## config.mk

```make
export PLATFORM = sky130hd
export DESIGN_NAME = exe_stage
export DESIGN_NICKNAME = d
export VERILOG_FILES = /design/src/rtl/exe_stage.sv
export SDC_FILE = /design/constraint.sdc
export NUM_CORES = 1
export LEC_CHECK = 0
export CAP_MARGIN = 25
export CORE_ASPECT_RATIO = 1.2
export CORE_MARGIN = 3
export CORE_UTILIZATION = 30
export CTS_BUF_LIST = sky130_fd_sc_hd__clkbuf_4
export DETAILED_ROUTE_END_ITERATION = 12
export PLACE_DENSITY = 0.5
export SYNTH_ARGS = -nofsm -noshare
export SYNTH_HDL_FRONTEND = slang
export SYNTH_SLANG_ARGS = --single-unit
```

## constraint.sdc

```tcl
create_clock -name clk -period 14.8 [get_ports clk]
set_input_delay 2.22 -clock clk [delete_from_list [all_inputs] [get_ports clk]]
set_output_delay 2.22 -clock clk [all_outputs]
set_load 0.05 [all_outputs]
```

## src/rtl/exe_stage.sv

```systemverilog
// Execute stage: forwarding muxes, single-cycle ALU, and an iterative
// 1-bit/cycle multiply/unsigned-divide unit that freezes upstream stages while busy.
module exe_stage #(
  parameter int DATA_W = 32,
  parameter int MDU_EN = 1
) (
  input  logic              clk,
  input  logic              rst,
  input  logic [3:0]        exe_cmd,
  input  logic [DATA_W-1:0] val1,
  input  logic [DATA_W-1:0] val2,
  input  logic [DATA_W-1:0] reg2,
  input  logic [31:0]       pc,
  input  logic              br_taken_in,
  input  logic [4:0]        dest_in,
  input  logic              wb_en_in,
  input  logic              mem_r_en_in,
  input  logic              mem_w_en_in,
  input  logic [1:0]        sel_val1,
  input  logic [1:0]        sel_val2,
  input  logic [1:0]        sel_st,
  input  logic [DATA_W-1:0] mem_fw,
  input  logic [DATA_W-1:0] wb_fw,
  output logic [DATA_W-1:0] alu_res,
  output logic [DATA_W-1:0] st_val,
  output logic [31:0]       br_addr,
  output logic              br_taken,
  output logic [4:0]        dest,
  output logic              wb_en,
  output logic              mem_r_en,
  output logic              mem_w_en,
  output logic              busy
);

  localparam int CNT_W = $clog2(DATA_W);
  localparam logic [CNT_W-1:0] CNT_LAST = CNT_W'(DATA_W - 1);

  typedef enum logic [1:0] {IDLE, RUN, DONE} mdu_state_t;

  mdu_state_t        state;
  logic [CNT_W-1:0]  cnt;
  logic [DATA_W-1:0] acc, opa, opb;
  logic              is_div;

  logic [DATA_W-1:0] a, b, alu_comb, mdu_res;
  logic [DATA_W-1:0] acc_nxt, opa_nxt, opb_nxt;
  logic [DATA_W:0]   rem_sh;
  logic              mdu_op;

  function automatic logic [DATA_W-1:0] fwd(input logic [1:0] sel,
                                            input logic [DATA_W-1:0] base,
                                            input logic [DATA_W-1:0] mfw,
                                            input logic [DATA_W-1:0] wfw);
    case (sel)
      2'b01:   return mfw;
      2'b10:   return wfw;
      default: return base;
    endcase
  endfunction

  assign a      = fwd(sel_val1, val1, mem_fw, wb_fw);
  assign b      = fwd(sel_val2, val2, mem_fw, wb_fw);
  assign st_val = fwd(sel_st, reg2, mem_fw, wb_fw);
  assign br_addr = pc + {val2[29:0], 2'b00};
  assign dest    = dest_in;

  assign mdu_op = (MDU_EN != 0) && (exe_cmd == 4'b1100 || exe_cmd == 4'b1101);

  always_comb begin
    alu_comb = '0;
    case (exe_cmd)
      4'b0000:         alu_comb = a + b;
      4'b0010:         alu_comb = a - b;
      4'b0100:         alu_comb = a & b;
      4'b0101:         alu_comb = a | b;
      4'b0110:         alu_comb = ~(a | b);
      4'b0111:         alu_comb = a ^ b;
      4'b1000, 4'b1001: alu_comb = a << b[4:0];
      4'b1010:         alu_comb = $signed(a) >>> b[4:0];
      4'b1011:         alu_comb = a >> b[4:0];
      default:         alu_comb = '0;
    endcase
  end

  // One MDU iteration. Divide is restoring: opa holds the dividend shifting
  // out its MSB and the quotient shifting in; acc holds the remainder.
  always_comb begin
    rem_sh  = {acc, opa[DATA_W-1]};
    acc_nxt = acc;
    opa_nxt = opa;
    opb_nxt = opb;
    if (is_div) begin
      if (rem_sh >= {1'b0, opb}) begin
        acc_nxt = rem_sh[DATA_W-1:0] - opb;
        opa_nxt = {opa[DATA_W-2:0], 1'b1};
      end else begin
        acc_nxt = rem_sh[DATA_W-1:0];
        opa_nxt = {opa[DATA_W-2:0], 1'b0};
      end
    end else begin
      acc_nxt = acc + (opb[0] ? opa : '0);
      opa_nxt = opa << 1;
      opb_nxt = opb >> 1;
    end
  end

  assign mdu_res = is_div ? opa : acc;
  assign alu_res = (state == DONE) ? mdu_res : alu_comb;
  assign busy    = rst && ((state == RUN) || (state == IDLE && mdu_op));

  assign br_taken = br_taken_in && !busy;
  assign wb_en    = wb_en_in    && !busy;
  assign mem_r_en = mem_r_en_in && !busy;
  assign mem_w_en = mem_w_en_in && !busy;

  always_ff @(posedge clk or negedge rst) begin
    if (!rst) begin
      state  <= IDLE;
      cnt    <= '0;
      acc    <= '0;
      opa    <= '0;
      opb    <= '0;
      is_div <= 1'b0;
    end else begin
      case (state)
        IDLE: if (mdu_op) begin
          opa    <= a;
          opb    <= b;
          acc    <= '0;
          cnt    <= '0;
          is_div <= exe_cmd[0];
          state  <= RUN;
        end
        RUN: begin
          acc <= acc_nxt;
          opa <= opa_nxt;
          opb <= opb_nxt;
          cnt <= cnt + 1'b1;
          if (cnt == CNT_LAST) state <= DONE;
        end
        DONE:    state <= IDLE;
        default: state <= IDLE;
      endcase
    end
  end

endmodule
```

==> results.json, run 1 <==
{
  "outcome": "finished, final reports clean",
  "dpl_cell_area_mm2": 0.0243,
  "regToRegSetupSlack_ns": 10.53,
  "grt_pass1_vias": 23173,
  "cts.sinks": 104,
  "via_per_inst": 5.93,
  "ys_top_cells_by_area": "dfrtp_1 13%, ha_1 12%, mux2i_1 8.6%",
  "crit_slowest_cell": "ha_2",
  "wl_per_cell_um": 26.3,
  "netlist.area_leader.share_pct": 12.8,
  "p_per_area_mw_per_mm2": 155,
  "min_to": "cnt[2]",
  "final_nets": 3504,
  "crit_path_start": "sel_val2[0]",
  "synth_warnings": 0,
  "worstMarginPinSlew_ns": 1.09,
  "hold_buffers": 0,
  "chipWidth_um": 244,
  "yosys-top-cells-count": "430 x nand2_1, 271 x o21ai_0, 239 x a21oi_1, 203 x ha_1, 183 x nor2_1",
  "setup_tns_ns": 0,
  "rr_worst_depth": 14,
  "netlist_instances": 2887,
  "hold_path.class": "flip-flop to flip-flop",
  "die_y_um": 291,
  "core_area_mm2": 0.0671,
  "cts_root_buf": "clkbuf_4",
  "hp-start": "cnt[2]",
  "fillers": 7259,
  "num_vias": 23648,
  "yosysTopAreaCell": "dfrtp_1",
  "power.switching_mw": 2.20,
  "combPwrFrac_pct": 80.9,
  "start_kind": "primary input",
  "slew_headroom_pct": 26.5,
  "drv_slew": 0,
  "syn_area_mm2": 0.0204,
  "crit_arrival_ns": 9.61,
  "ys.flop_type": "dfrtp_1",
  "ant_nets": 0,
  "grt_start_max_net_pins": 82,
  "final_cell_area_mm2": 0.0244,
  "postSynthAreaPerCell_um2": 7.05,
  "cp_slowest_stage_delay_ns": 0.93,
  "postCtsSetupBuffers": 0,
  "drc": 0,
  "fin_util_pct": 36.4,
  "syn_to_final_growth_pct": 20.0,
  "die_area_mm2": 0.0710,
  "numCtsBuffers": 9,
  "clk_path_buf_depth": 2,
  "crit_required_ns": 12.58,
  "synthArstFlopShare_pct": 100,
  "synth_most_common_cell": "nand2_1",
  "drt-initial-drc-count": 2414,
  "routed_wl_mm": 105,
  "rsz0062_at_grt": "no",
  "grt_pass1_wl_mm": 152,
  "r2r_start": "opb[0]",
  "ys_seq_elements": 104,
  "r2r_end": "acc[26]",
  "drv_cap": 0,
  "fmaxAchievable_mhz": 84.5,
  "cts.htree.levels": 3,
  "finClkSkew_ns": 0.0465,
  "vdd_ir_drop_max_mv": 0.0913,
  "p_seq_share_pct": 15.1,
  "antenna_found_initial": 4,
  "cts_tree": "built",
  "worstSetupPathType": "primary input to output port",
  "io_buffer_count": 304,
  "timing.hold.ws_ns": 0.515,
  "ctsResizeCount": 0,
  "gp_congestion": 1.05,
  "path_max_fanout": 52,
  "synth.distinct_cells": 89,
  "clkTransAtPathRegs_ns": 0.18,
  "holdPathStages": 1,
  "period_minus_slack_ns": 11.83,
  "hold_viol": 0,
  "grt_use_total_pct": 28.3,
  "insertion_delay_ns": 0.54,
  "dp.final_hpwl_mm": 83.7,
  "finalCritPeriodShare_pct": 79.9,
  "ios": 319,
  "setup_viol": 0,
  "synth-edff-count": 0,
  "p_clk_share_pct": 4.0,
  "synth_nets": 3307,
  "sw_frac_of_total_pct": 58.2,
  "drt-pass1-iter-count": 6,
  "drive_gt1_share_pct": 5.79,
  "p_leak_nw": 10.7,
  "start_util_pct": 30.3,
  "rows": 104,
  "worstSetupEndpointType": "output port",
  "internal-power_mw": 1.58,
  "grt_overflow": 0,
  "ys_seq_area_share_pct": 12.8
}
-- through the flow --
| step | worst slack [ns] | instances | power [mW] |
|---|---|---|---|
| 2_1_floorplan | 5.49 | 2887 | 2.64 |
| 3_3_place_gp | 3.07 | 3970 | 3.54 |
| 3_5_place_dp | 3.03 | 3973 | 3.56 |
| 4_1_cts | 2.99 | 3989 | 3.74 |
| 5_1_grt | 2.37 | 3991 | 4.09 |
| 6_report | 2.97 | 3991 | 3.78 |
-- state kept, by name, summed over array words and instances (netlist names) --
name,cells
opb,32
cnt,5
acc,32
state,2
opa,32
is_div,1
-- worst max-delay path: cells and delay by family --
family	cells	cell delay [ns]
compound gates	9	2.38
xor+xnor	2	0.40
fa+ha+maj	2	1.24
buf+inv	5	2.06
simple gates	7	1.26
-- metal layers --
metal  share of wire, %  global-route usage, %  vias to the layer above  routed length, µm
li1                   -                      -                    10914                  -
met1                 41                   36.0                    11280              43100
met2                 45                   46.4                     1211              47500
met3                7.7                   4.41                      239               8100
met4                5.8                   14.0                        4               6110
met5              0.031                      0                        -                 32
-- power by group through the flow --
stage	sequential (mW)	combinational [mW]	clock, mW
finish	0.570	3.06	0.152
global route	0.592	3.33	0.168
CTS	0.567	3.01	0.157
detailed placement	0.573	2.99	0
global placement	0.572	2.97	0
floorplan	0.503	2.13	0
-- how the worst max path moves through the flow --
stage | endpoint | slack, ns | cells after the start
after floorplan | alu_res[26] | 5.49 | 24
after global placement | alu_res[23] | 3.07 | 20
after detailed placement | alu_res[26] | 3.03 | 25
after CTS | alu_res[26] | 2.99 | 25
after global routing | alu_res[26] | 2.37 | 25
final | alu_res[26] | 2.97 | 25
-- final cells by class --
cell class / count / area [µm²] / area share (%)
multi-input combinational: 2447 / 16400 / 67.3
timing repair buffer: 384 / 3620 / 14.8
sequential: 104 / 2600 / 10.7
tap: 901 / 1130 / 4.61
inverter: 138 / 520 / 2.13
clock buffer: 9 / 67.6 / 0.277
clock inverter: 7 / 58.8 / 0.241
antenna: 1 / 2.50 / 0.0102
-- cell families (layout without fill, tap and decap cells) --
group	Yosys count	in the layout	synth area share, %
XOR/XNOR	130	130	5.59
other	0	1	0
flip-flops	104	104	12.8
adder cells (fa/ha/maj)	207	207	12.9
AND/OR/NAND/NOR	857	857	18.7
multiplexers	210	210	10.6
buffers and inverters	336	538	6.85
AO/OA/AOI/OAI	1043	1043	32.6
-- layout by cell type (no fill, tap or decap), types with 20 or more instances in the layout --
cell | Yosys | final
a22oi_1 | 119 | 119
xor2_1 | 41 | 41
ha_1 | 203 | 200
nand2_1 | 430 | 428
o21ai_0 | 271 | 271
clkdlybuf4s50_1 | 0 | 301
a21o_1 | 57 | 57
dfrtp_1 | 104 | 103
inv_1 | 133 | 133
o21ai_1 | 37 | 32
a31oi_1 | 27 | 27
buf_4 | 15 | 77
and3_1 | 20 | 20
and2_1 | 47 | 46
nor3_1 | 29 | 28
o21a_1 | 22 | 20
nor2_1 | 183 | 182
nand3_1 | 50 | 50
nor2b_1 | 24 | 23
o22ai_1 | 34 | 34
o211ai_1 | 34 | 34
a221o_1 | 28 | 28
a211oi_1 | 50 | 50
mux2_2 | 33 | 33
xnor2_1 | 89 | 89
a21oi_1 | 239 | 239
mux2i_1 | 174 | 174
Note: power is estimated with default switching activity, not from simulation.
==> run 2, diff against run 1 <==
clock period = 11.1 ns   (was 14.8 ns; I/O delays follow)
==> run 2 against run 1 <==
Effect of this change:
- sequential share of layout area hardly changed
- register-to-register slack worse by 3.7 ns
- critical endpoint is now alu_res[29]
- clock-buffer cell count stayed put
- largest power group unchanged
- clock power is 38% higher
- final cell count hardly changed
- critical path depth stayed put
- utilization hardly changed
- via count is 1.0% lower
- largest cell class unchanged
- total power is 33% higher
- sequential power is 35% higher
==> results.json, run 2 (synthesized netlist as in run 1, its figures left out) <==
{
  "rsz0062_at_grt": "no",
  "combPwrFrac_pct": 80.6,
  "clkTransAtPathRegs_ns": 0.19,
  "fillers": 7242,
  "via_per_inst": 5.87,
  "worstMarginPinSlew_ns": 1.15,
  "final_nets": 3503,
  "path_max_fanout": 28,
  "outcome": "finished, final reports clean",
  "grt_pass1_vias": 23274,
  "drc": 0,
  "dp.final_hpwl_mm": 85.4,
  "dpl.cell_count": 3972,
  "internal-power_mw": 2.11,
  "start_kind": "primary input",
  "wl_per_cell_um": 26.2,
  "cts_tree": "built",
  "routed_wl_mm": 104,
  "p_per_area_mw_per_mm2": 206,
  "crit_required_ns": 9.44,
  "grt_use_total_pct": 28.3,
  "timing.hold.ws_ns": 0.537,
  "drv_slew": 0,
  "period_minus_slack_ns": 9.97,
  "hold_path.class": "flip-flop to flip-flop",
  "crit_arrival_ns": 8.31,
  "setup_tns_ns": 0,
  "regArea_mm2": 0.00260,
  "finClkSkew_ns": 0.0243,
  "pre_cts_slack_ns": 1.22,
  "io_buffer_count": 304,
  "fin_cells": 3990,
  "p_leak_nw": 10.7,
  "grt_pass1_wl_mm": 153,
  "num_vias": 23405,
  "fin_ws_ns": 1.13,
  "multi_input_area_mm2": 0.0164,
  "p_clk_share_pct": 4.2,
  "holdPathStages": 1,
  "ios": 319,
  "rr_worst_depth": 14,
  "worstSetupPathType": "primary input to output port",
  "postCtsSetupBuffers": 0,
  "hold_viol": 0,
  "power.switching_mw": 2.94,
  "final_cell_area_mm2": 0.0244,
  "worstSetupEndpointType": "output port",
  "die_y_um": 291,
  "drt-pass1-iter-count": 6,
  "setup_viol": 0,
  "cts.htree.levels": 3,
  "cts_root_buf": "clkbuf_4",
  "chipWidth_um": 244,
  "ant_nets": 0,
  "reg_top3": "acc x32, opa x32, opb x32",
  "finalCritPeriodShare_pct": 89.8,
  "core_area_mm2": 0.0671,
  "p_seq_share_pct": 15.3,
  "gp_congestion": 1.06,
  "clk_path_buf_depth": 2,
  "grt_start_max_net_pins": 64,
  "sw_frac_of_total_pct": 58.2,
  "fmaxAchievable_mhz": 100,
  "rows": 104,
  "final_common_cell": "nand2_1",
  "antenna_found_initial": 5,
  "cts.sinks": 104,
  "start_util_pct": 30.3,
  "syn_to_final_growth_pct": 20.1,
  "grt_overflow": 0,
  "drv_cap": 0,
  "vdd_ir_drop_max_mv": 0.121,
  "insertion_delay_ns": 0.54,
  "die_area_mm2": 0.0710,
  "drive_gt1_share_pct": 5.70,
  "ctsResizeCount": 0,
  "slew_headroom_pct": 22.8,
  "drt-initial-drc-count": 2238,
  "dpl_cell_area_mm2": 0.0243,
  "mostFrequentLayoutCells": "428 x nand2_1, 299 x clkdlybuf4s50_1, 271 x o21ai_0",
  "numCtsBuffers": 9,
  "hold_buffers": 0
}
run 2: layout make-up:
| cell class | instances | area share (%) |
|---|---|---|
| multi-input combinational | 2447 | 67.2 |
| sequential | 104 | 10.7 |
| clock buffer | 9 | 0.276 |
| inverter | 138 | 2.13 |
| clock inverter | 7 | 0.271 |
| tap | 901 | 4.61 |
| antenna | 1 | 0.0102 |
| timing repair buffer | 383 | 14.9 |
run 2: power by group through the flow:
stage | Combinational [mW] | Sequential, mW | Clock, mW
finish | 4.06 | 0.770 | 0.210
CTS | 4.02 | 0.763 | 0.216
detailed placement | 4.00 | 0.771 | 0
floorplan | 2.84 | 0.671 | 0
global placement | 3.97 | 0.772 | 0
global route | 4.45 | 0.794 | 0.224
run 2: worst max-delay path, cell delays in order:
cell             delay [ns]
clkdlybuf4s50_1        0.51
inv_1                  0.06
ha_2                   0.44
buf_4                  0.29
nand2_1                0.09
o21a_1                 0.22
inv_1                  0.08
nor4_1                 0.45
and4_1                 0.34
nand4_4                0.18
nor2b_1                0.32
a21oi_1                0.13
xnor2_1                0.17
ha_1                   0.38
a21oi_1                0.22
o21ai_0                0.14
a21o_1                 0.19
a21o_1                 0.16
a21o_1                 0.16
a21o_1                 0.17
a211oi_1               0.36
xnor2_1                0.17
nand2_1                0.07
a31oi_1                0.41
clkdlybuf4s50_1        0.91
run 2: worst paths after layout:
path / slack [ns] / endpoint / start
max in group asynchronous: 8.68 / is_div / rst
worst max register to register: 6.82 / acc[28] / opb[0]
worst min-delay path: 0.54 / cnt[2] / cnt[2]
worst max-delay path: 1.13 / alu_res[29] / sel_val2[0]
min in group asynchronous: 1.15 / opa[1] / rst
worst min register to register: 0.54 / cnt[2] / cnt[2]
run 2: stage by stage:
| step | util (%) | power (mW) |
|---|---|---|
| after floorplan | - | 3.52 |
| after global placement | 36.1 | 4.74 |
| after detailed placement | 36.2 | 4.77 |
| after CTS | 36.4 | 5.00 |
| after global routing | 36.4 | 5.46 |
| final | 36.4 | 5.04 |
run 2: metal layers:
metal	track usage (%)	wire length, µm	vias up
met1	34.8	43000	11236
met2	48.5	49000	1029
met4	14.0	6020	2
met5	0	12	-
met3	3.65	6400	227
li1	-	-	10911
